<file path="src/rtl/logic_unit_pipe.sv">
// Pipelined WIDTH-bit bitwise logic unit with a valid handshake and an accumulator.
// Adds a saturating completed-op counter, a zero flag and a sticky overrun flag.

module logic_unit_lane (
    input  logic [2:0] op,
    input  logic       a,
    input  logic       b,
    output logic       y
);
    always_comb begin
        case (op)
            3'd0:    y = a & b;
            3'd1:    y = a | b;
            3'd2:    y = a ^ b;
            3'd3:    y = ~a;
            3'd4:    y = ~(a & b);
            3'd5:    y = ~(a | b);
            3'd6:    y = ~(a ^ b);
            default: y = b;
        endcase
    end
endmodule

module logic_unit_pipe #(
    parameter int WIDTH     = 4,
    parameter int STAGES    = 2,
    parameter int CNT_WIDTH = 8
) (
    input  logic                 CLOCK_50,
    input  logic                 reset,
    input  logic                 in_valid,
    output logic                 in_ready,
    input  logic [2:0]           op,
    input  logic                 acc_mode,
    input  logic [WIDTH-1:0]     a,
    input  logic [WIDTH-1:0]     b,
    input  logic                 clear_acc,
    output logic [WIDTH-1:0]     result,
    output logic                 out_valid,
    output logic                 zero,
    output logic [WIDTH-1:0]     acc,
    output logic [CNT_WIDTH-1:0] op_count,
    output logic                 overrun
);
    logic                          accept;
    logic                          busy;
    logic [WIDTH-1:0]              opa;
    logic [WIDTH-1:0]              alu_y;

    // Registered stages 1..STAGES; stage STAGES is the output register.
    logic [STAGES:1]               vld_q;
    logic [STAGES:1]               am_q;
    logic [STAGES:1][WIDTH-1:0]    res_q;

    // Stage 0 is the combinational issue slot, the rest mirror the registers.
    logic [STAGES:0]               vld_pipe;
    logic [STAGES:0]               am_pipe;
    logic [STAGES:0][WIDTH-1:0]    res_pipe;

    assign opa = acc_mode ? acc : a;

    genvar gi;
    generate
        for (gi = 0; gi < WIDTH; gi++) begin : g_lane
            logic_unit_lane u_lane (
                .op (op),
                .a  (opa[gi]),
                .b  (b[gi]),
                .y  (alu_y[gi])
            );
        end
    endgenerate

    // An acc_mode op still ahead of the output register has not written acc yet.
    always_comb begin
        busy = 1'b0;
        for (int k = 1; k < STAGES; k++)
            busy = busy | (vld_q[k] & am_q[k]);
    end

    assign in_ready = ~busy;
    assign accept   = in_valid & in_ready;

    always_comb begin
        vld_pipe[0] = accept;
        am_pipe[0]  = acc_mode;
        res_pipe[0] = alu_y;
        for (int k = 1; k <= STAGES; k++) begin
            vld_pipe[k] = vld_q[k];
            am_pipe[k]  = am_q[k];
            res_pipe[k] = res_q[k];
        end
    end

    always_ff @(posedge CLOCK_50 or posedge reset) begin
        if (reset) begin
            vld_q    <= '0;
            am_q     <= '0;
            res_q    <= '0;
            acc      <= '0;
            op_count <= '0;
            zero     <= 1'b0;
            overrun  <= 1'b0;
        end else begin
            for (int k = 1; k <= STAGES; k++) begin
                vld_q[k] <= vld_pipe[k-1];
                if (vld_pipe[k-1]) begin
                    res_q[k] <= res_pipe[k-1];
                    am_q[k]  <= am_pipe[k-1];
                end
            end

            // Writeback happens on the edge that loads the output register.
            if (vld_pipe[STAGES-1]) begin
                zero <= (res_pipe[STAGES-1] == '0);
                if (op_count != '1)
                    op_count <= op_count + CNT_WIDTH'(1);
            end

            if (clear_acc)
                acc <= '0;
            else if (vld_pipe[STAGES-1])
                acc <= res_pipe[STAGES-1];

            if (in_valid && !in_ready)
                overrun <= 1'b1;
        end
    end

    assign out_valid = vld_q[STAGES];
    assign result    = res_q[STAGES];
endmodule
</file>
<file path="config.mk">
export PLATFORM = sky130hd
export DESIGN_NAME = logic_unit_pipe
export DESIGN_NICKNAME = d
export VERILOG_FILES = /design/src/rtl/logic_unit_pipe.sv
export SDC_FILE = /design/constraint.sdc
export NUM_CORES = 1
export LEC_CHECK = 0
export CORE_ASPECT_RATIO = 0.5
export CORE_UTILIZATION = 45
export CTS_CLUSTER_DIAMETER = 80
export DETAILED_ROUTE_END_ITERATION = 16
export PLACE_DENSITY = 0.76
export SLEW_MARGIN = 30
export SYNTH_ARGS = -nofsm -noshare
export SYNTH_HDL_FRONTEND = slang
export SYNTH_HIERARCHICAL = 1
export SYNTH_SLANG_ARGS = --single-unit
</file>
<file path="constraint.sdc">
create_clock -name CLOCK_50 -period 1.8 [get_ports CLOCK_50]
set_input_delay 0.27 -clock CLOCK_50 [delete_from_list [all_inputs] [get_ports CLOCK_50]]
set_output_delay 0.27 -clock CLOCK_50 [all_outputs]
set_load 0.01 [all_outputs]
</file>
==> results.py, run 1 <==
metrics = {
    "job": {
        "cap_violations": 0,
    },
    "detailed_routing": {
        "ant_nets": 0,
        "drtIter0Drc": 53,
        "met1_length_um": 1550,
        "dr_total_vias": 1226,
        "firstDrtPassIters": 4,
        "avgRoutedWirePerCell_um": 13.4,
        "top_layer": "met4",
        "wl_met2_um": 1500,
        "met3_length_um": 121,
        "vias_per_cell": 5.15,
        "wl_um": 3190,
        "drc": 0,
    },
    "power": {
        "p_seq_frac": 0.424,
        "finalPower_w": 0.00203,
        "power.switching_w": 0.000671,
        "p_comb_frac": 0.411,
        "vdd_drop_max_mv": 0.709,
        "leakagePower_nw": 1.00,
        "intPower_w": 0.00136,
        "power-per-cell-area_mw_per_mm2": 925,
        "power.clock.fraction": 0.165,
        "swShare": 0.330,
    },
    "clocking": {
        "h-tree-depth": 1,
        "clk_pin_slew_ns": 0.09,
        "hold_buffers": 0,
        "cts_max_path_buffers": 2,
        "cts_buffers": 3,
        "clk-insertion-delay-late_ns": 0.27,
        "clock_sinks": 25,
        "clockRootBuffer": "clkbuf_8",
        "cts_tree": "built",
    },
    "sta": {
        "finalHoldViolCount": 0,
        "tightest_slew_ns": 0.339,
        "final.period_utilization": 1.12,
        "drv_slew": 0,
        "setup_violations": 4,
        "worst_slack_ns": -0.216,
        "grt_setup_unrepaired": "yes",
        "period_needed_ns": 2.02,
        "slew_headroom": 0.774,
        "skew_ns": 0.00268,
        "fmax_mhz": 496,
    },
    "logic_synthesis": {
        "yosysSeqAreaShare": 0.403,
        "synth_ff_type": "dfrtp_1",
        "synth_edf_count": 0,
        "yosysWarnings": 6,
        "synth_fp_nets": 171,
        "async_flop_share": 1.00,
        "synth_area_per_cell_um2": 10.6,
        "yosys.area.top_type_share": 0.403,
        "ys_seq_elements": 25,
        "synth_cells": 146,
        "synth_top_area_cell": "dfrtp_1",
        "syn_area_mm2": 0.00155,
        "synthTopCellsByArea": "dfrtp_1 40%, mux2_2 9.4%, ha_1 7.3%",
        "ys_types": 31,
    },
    "final_layout": {
        "drive_above_1_share": 0.293,
        "fillers": 226,
        "diodes": 0,
        "synthToLayoutAreaGrowth_pct": 41.5,
        "final_cells": 238,
        "fin_nets": 224,
    },
    "status": {
        "failed_checks": "setup timing",
        "status": "finished, violations left",
    },
    "floorplan": {
        "io_pins": 36,
        "fp-row-count": 14,
        "dieArea_mm2": 0.00370,
        "die_w_um": 85.1,
        "fp.coreArea_mm2": 0.00314,
        "start_util": 0.495,
        "die_h_um": 43.5,
    },
    "grt": {
        "grt_max_degree": 21,
        "grtUsageTotal": 0.186,
        "antenna_found_initial": 0,
        "grt_pass1_wl_um": 5310,
        "grt_pass1_vias": 1158,
        "grt_overflow": 0,
    },
    "placed_design": {
        "place_congestion": 0.785,
        "dpl.cell_count": 230,
        "dp_slack_ns": -0.846,
        "dp_hpwl_um": 2400,
        "portBuffers": 35,
    },
    "worst_setup_path": {
        "cp-end-kind": "flop",
        "crit_fanout": 3,
        "startpoint_type": "flop",
        "critPathKind": "flop to flop",
        "arrival_ns": 2.18,
        "cp.required_ns": 1.96,
    },
    "min_path": {
        "min_path_type": "primary input to asynchronous set/reset pin",
    },
}
critical path, stage by stage, from the launching register on:
cell	delay [ns]
dfrtp_1	0.39
mux2_4	0.29
inv_4	0.06
ha_4	0.19
mux2_4	0.25
or3_1	0.31
and4_4	0.16
mux2_4	0.26
cells in the mapped netlist, types with 3 or more instances:
library cell  instances
mux2_2               13
ha_1                  9
o211ai_1              4
mux2_4                5
dfrtp_1              25
xor2_1                4
nor2_1                3
buf_4                 4
nor2b_1               8
nand3b_1              8
o21ai_0               5
and4_1                4
or3_1                 4
nand2b_1              5
nand2_1               9
inv_1                13
a21oi_1               6
cell families (layout without fill, tap and decap cells):
group / count (synthesis) / in the layout / share of synthesized area
simple gates: 49 / 49 / 0.201
flops: 25 / 25 / 0.403
buf+inv: 20 / 72 / 0.0645
compound gates: 19 / 19 / 0.0806
mux: 19 / 19 / 0.150
fa+ha+maj: 9 / 9 / 0.0725
xor+xnor: 5 / 5 / 0.0282
layer usage:
layer | up-vias | GRT usage
met5 | - | 0
met4 | 0 | 0.0407
met3 | 2 | 0.0381
met2 | 16 | 0.324
met1 | 598 | 0.245
li1 | 610 | -
layout by cell type, fill, tap and decap left out, types with 2 or more instances in the layout:
cell	count
nand3b_1	8
or3_1	4
clkbuf_8	3
buf_4	19
o21ai_0	5
nand2b_1	5
ha_4	4
mux2_2	7
ha_1	5
and4_4	2
dlygate4sd2_1	4
o2111a_1	2
a21oi_1	6
inv_1	9
dfrtp_1	25
and4_1	2
nand2_1	9
mux2_4	11
nand4_2	2
o211ai_1	4
inv_4	4
xor2_1	4
nor2_1	3
nor2b_1	8
clkdlybuf4s50_1	29
state kept, by name, indices dropped and copies added (netlist names):
signal / count
res_pipe: 4
overrun: 1
result: 4
vld_q: 2
op_count: 8
zero: 1
acc: 4
am_q: 1
worst paths after layout:
check                         start           to  slack, ns  cells after the start
max                          acc[2]  res_pipe[6]      -0.22                      7
min                           reset  op_count[7]       0.26                      2
max reg2reg                  acc[2]  res_pipe[6]      -0.22                      7
min reg2reg                 overrun      overrun       0.48                      1
max in group asynchronous     reset  res_pipe[7]       1.09                      3
min in group CLOCK_50      acc_mode      am_q[1]       0.47                      2
area by class of cell:
cell class              count  area, µm²  share of cell area
clock inverters             1       5.00             0.00228
flip-flops and latches     25        626               0.285
clock buffers               3       41.3              0.0188
repair buffers             55        512               0.233
inverters                  13       58.8              0.0268
well taps                  40       50.0              0.0228
multi-input cells         101        905               0.412
power groups by stage:
| stage | Clock, W | Combinational (W) | Sequential (W) |
|---|---|---|---|
| floorplan | 0 | 0.000396 | 0.000883 |
| global placement | 0 | 0.000769 | 0.000866 |
| detailed placement | 0 | 0.000791 | 0.000871 |
| CTS | 0.000344 | 0.000824 | 0.000861 |
| global route | 0.000371 | 0.000915 | 0.000888 |
| finish | 0.000336 | 0.000835 | 0.000861 |
through the flow:
stage / util / area [µm²] / TNS, ns / hold slack [ns]
6_report: 0.701 / 2200 / -0.781 / 0.258
5_1_grt: 0.701 / 2200 / -0.971 / 0.287
4_1_cts: 0.688 / 2160 / -0.816 / 0.272
3_5_place_dp: 0.654 / 2050 / -3.30 / 0.461
3_3_place_gp: 0.654 / 2050 / -3.16 / 0.451
2_1_floorplan: - / 1570 / -0.761 / 0.297
repair_timing:
| item | in CTS | in global routing |
|---|---|---|
| resized for setup | 14 | 6 |
| gates cloned | 0 | 0 |
| hold endpoints to repair | 0 | 0 |
| pin swaps | 0 | 0 |
| setup buffers | 2 | 2 |
| setup endpoints to repair | 4 | 4 |
Power figures use the tool's default switching activity.
==> inputs of run 2 (changes only) <==
--- a/config.mk
+++ b/config.mk
@@ -5,11 +5,12 @@
 export SDC_FILE = /design/constraint.sdc
 export NUM_CORES = 1
 export LEC_CHECK = 0
+export ABC_CLOCK_PERIOD_IN_PS = 1800
 export CORE_ASPECT_RATIO = 0.5
 export CORE_UTILIZATION = 45
 export CTS_CLUSTER_DIAMETER = 80
 export DETAILED_ROUTE_END_ITERATION = 16
-export PLACE_DENSITY = 0.76
+export PLACE_DENSITY_LB_ADDON = 0.15
 export SLEW_MARGIN = 30
 export SYNTH_ARGS = -nofsm -noshare
 export SYNTH_HDL_FRONTEND = slang
==> run 2 against run 1 <==
Against the previous run: the run still ends with setup timing left; utilization hardly changed; total power is 0.15% higher; sequential power hardly changed; combinational power is 2% lower; critical path type unchanged; highest routed layer unchanged.
==> results.py, run 2 (same netlist as run 1, synthesis figures left out) <==
metrics = {
    "grt": {
        "grtUsageTotal": 0.183,
        "grt_pass1_vias": 1118,
        "antenna_found_initial": 0,
        "grt_pass1_wl_um": 5060,
        "grt_overflow": 0,
        "grt_max_degree": 26,
    },
    "sta": {
        "holdWs_ns": 0.333,
        "worst_slack_ns": -0.228,
        "slew_headroom": 0.778,
        "finalHoldViolCount": 0,
        "fmax_mhz": 493,
        "period_needed_ns": 2.03,
        "grt_setup_unrepaired": "yes",
        "tightest_slew_ns": 0.333,
        "drv_slew": 0,
        "finalSetupTns_ns": -0.830,
        "setup_violations": 4,
        "skew_ns": 0.000896,
        "final.period_utilization": 1.13,
    },
    "worst_setup_path": {
        "path_cells": "mux2_4, inv_2, ha_1, mux2_4, or3_1, and4_1, mux2_2",
        "arrival_ns": 2.19,
        "cp.required_ns": 1.97,
        "ff2ff_path_depth": 7,
        "rrSetupSlack_ns": -0.23,
        "crit_fanout": 3,
        "startpoint_type": "flop",
        "cpMostUsedCell": "mux2_4",
        "cp-end-kind": "flop",
        "endpoint": "res_pipe[6]",
        "r2r_end": "res_pipe[6]",
        "critPathKind": "flop to flop",
        "cp_slowest_cell": "dfrtp_1",
        "cp-startpoint": "acc[2]",
        "max_stage_delay_ns": 0.39,
        "reg2reg_from": "acc[2]",
    },
    "floorplan": {
        "die_h_um": 43.5,
        "die_w_um": 85.1,
        "start_util": 0.495,
        "fp.coreArea_mm2": 0.00314,
        "io_pins": 36,
        "fp-row-count": 14,
        "dieArea_mm2": 0.00370,
    },
    "placed_design": {
        "portBuffers": 35,
        "place_area_mm2": 0.00206,
        "place_congestion": 0.760,
        "dp_hpwl_um": 2350,
    },
    "detailed_routing": {
        "ant_nets": 0,
        "vias_per_cell": 5.10,
        "dr_total_vias": 1223,
        "firstDrtPassIters": 4,
        "avgRoutedWirePerCell_um": 12.8,
        "drc": 0,
        "wl_um": 3080,
        "drtIter0Drc": 20,
    },
    "final_layout": {
        "synthToLayoutAreaGrowth_pct": 41.4,
        "final_util": 0.700,
        "seqCellArea_um2": 626,
        "diodes": 0,
        "final_common_cell": "clkdlybuf4s50_1",
        "final_cell_mix": "29 x clkdlybuf4s50_1, 25 x dfrtp_1, 21 x buf_4, 11 x mux2_4",
        "largest-register": "op_count",
        "multiInputGateArea_um2": 890,
        "drive_above_1_share": 0.290,
        "fillers": 238,
        "largest_reg_flops": 8,
        "fin_nets": 226,
        "final_area_mm2": 0.00220,
    },
    "job": {
        "cap_violations": 0,
    },
    "clocking": {
        "h-tree-depth": 1,
        "clock_sinks": 25,
        "cts_max_path_buffers": 2,
        "clockRootBuffer": "clkbuf_8",
        "cts_buffers": 3,
        "clk_pin_slew_ns": 0.09,
        "hold_buffers": 0,
        "clk-insertion-delay-late_ns": 0.27,
        "cts_tree": "built",
    },
    "power": {
        "leakagePower_nw": 1.01,
        "power-per-cell-area_mw_per_mm2": 927,
        "vdd_drop_max_mv": 0.896,
    },
    "status": {
        "failed_checks": "setup timing",
        "status": "finished, violations left",
    },
    "min_path": {
        "min_path_type": "primary input to asynchronous set/reset pin",
    },
}
run 2: report_power, final:
group / switching [W] / internal [W]
logic: 0.000322 / 0.000499
registers: 0.000156 / 0.000705
clock network: 0.000190 / 0.000162
run 2: routing by layer:
metal | global-route usage | part of all wire | vias up
li1 | - | - | 614
met1 | 0.237 | 0.50 | 587
met2 | 0.311 | 0.45 | 20
met3 | 0.0457 | 0.042 | 2
met4 | 0.0508 | 0.0075 | 0
met5 | 0 | 0 | -
run 2: area by class of cell:
type / count / area share
inverter: 13 / 0.0245
tap: 40 / 0.0228
clock inverter: 1 / 0.00399
multi-input combinational: 101 / 0.405
clock buffer: 3 / 0.0188
sequential: 25 / 0.285
timing repair buffer: 57 / 0.240
run 2: how the worst min path moves through the flow:
stage / slack [ns] / from / depth (start not counted) / endpoint
global placement: 0.45 / overrun / 1 / overrun
CTS: 0.34 / reset / 3 / op_count[5]
finish: 0.33 / reset / 3 / op_count[4]
detailed placement: 0.46 / overrun / 1 / overrun
floorplan: 0.30 / reset / 1 / acc[0]
global route: 0.37 / reset / 3 / op_count[0]
run 2: critical path, delay by kind of cell, from the launching register on:
| family | cells | cell delay (ns) |
|---|---|---|
| flip-flops | 1 | 0.39 |
| AND/OR/NAND/NOR | 2 | 0.46 |
| adder cells (fa/ha/maj) | 1 | 0.21 |
| buffers and inverters | 1 | 0.05 |
| multiplexers | 3 | 0.80 |
run 2: stage by stage:
| stage | total power [W] | worst slack, ns | instances |
|---|---|---|---|
| 5_1_grt | 0.00217 | -0.284 | 240 |
| 3_5_place_dp | 0.00165 | -0.861 | 231 |
| 6_report | 0.00204 | -0.228 | 240 |
| 4_1_cts | 0.00205 | -0.237 | 239 |
| 3_3_place_gp | 0.00163 | -0.818 | 231 |
| 2_1_floorplan | 0.00128 | -0.190 | 146 |
run 2: timing repair:
item | 4_1_cts | 5_1_grt
gates resized for setup | 13 | 3
pin swaps | 2 | 1
setup buffers | 4 | 1
gates cloned | 0 | 0
setup endpoints to repair | 4 | 4
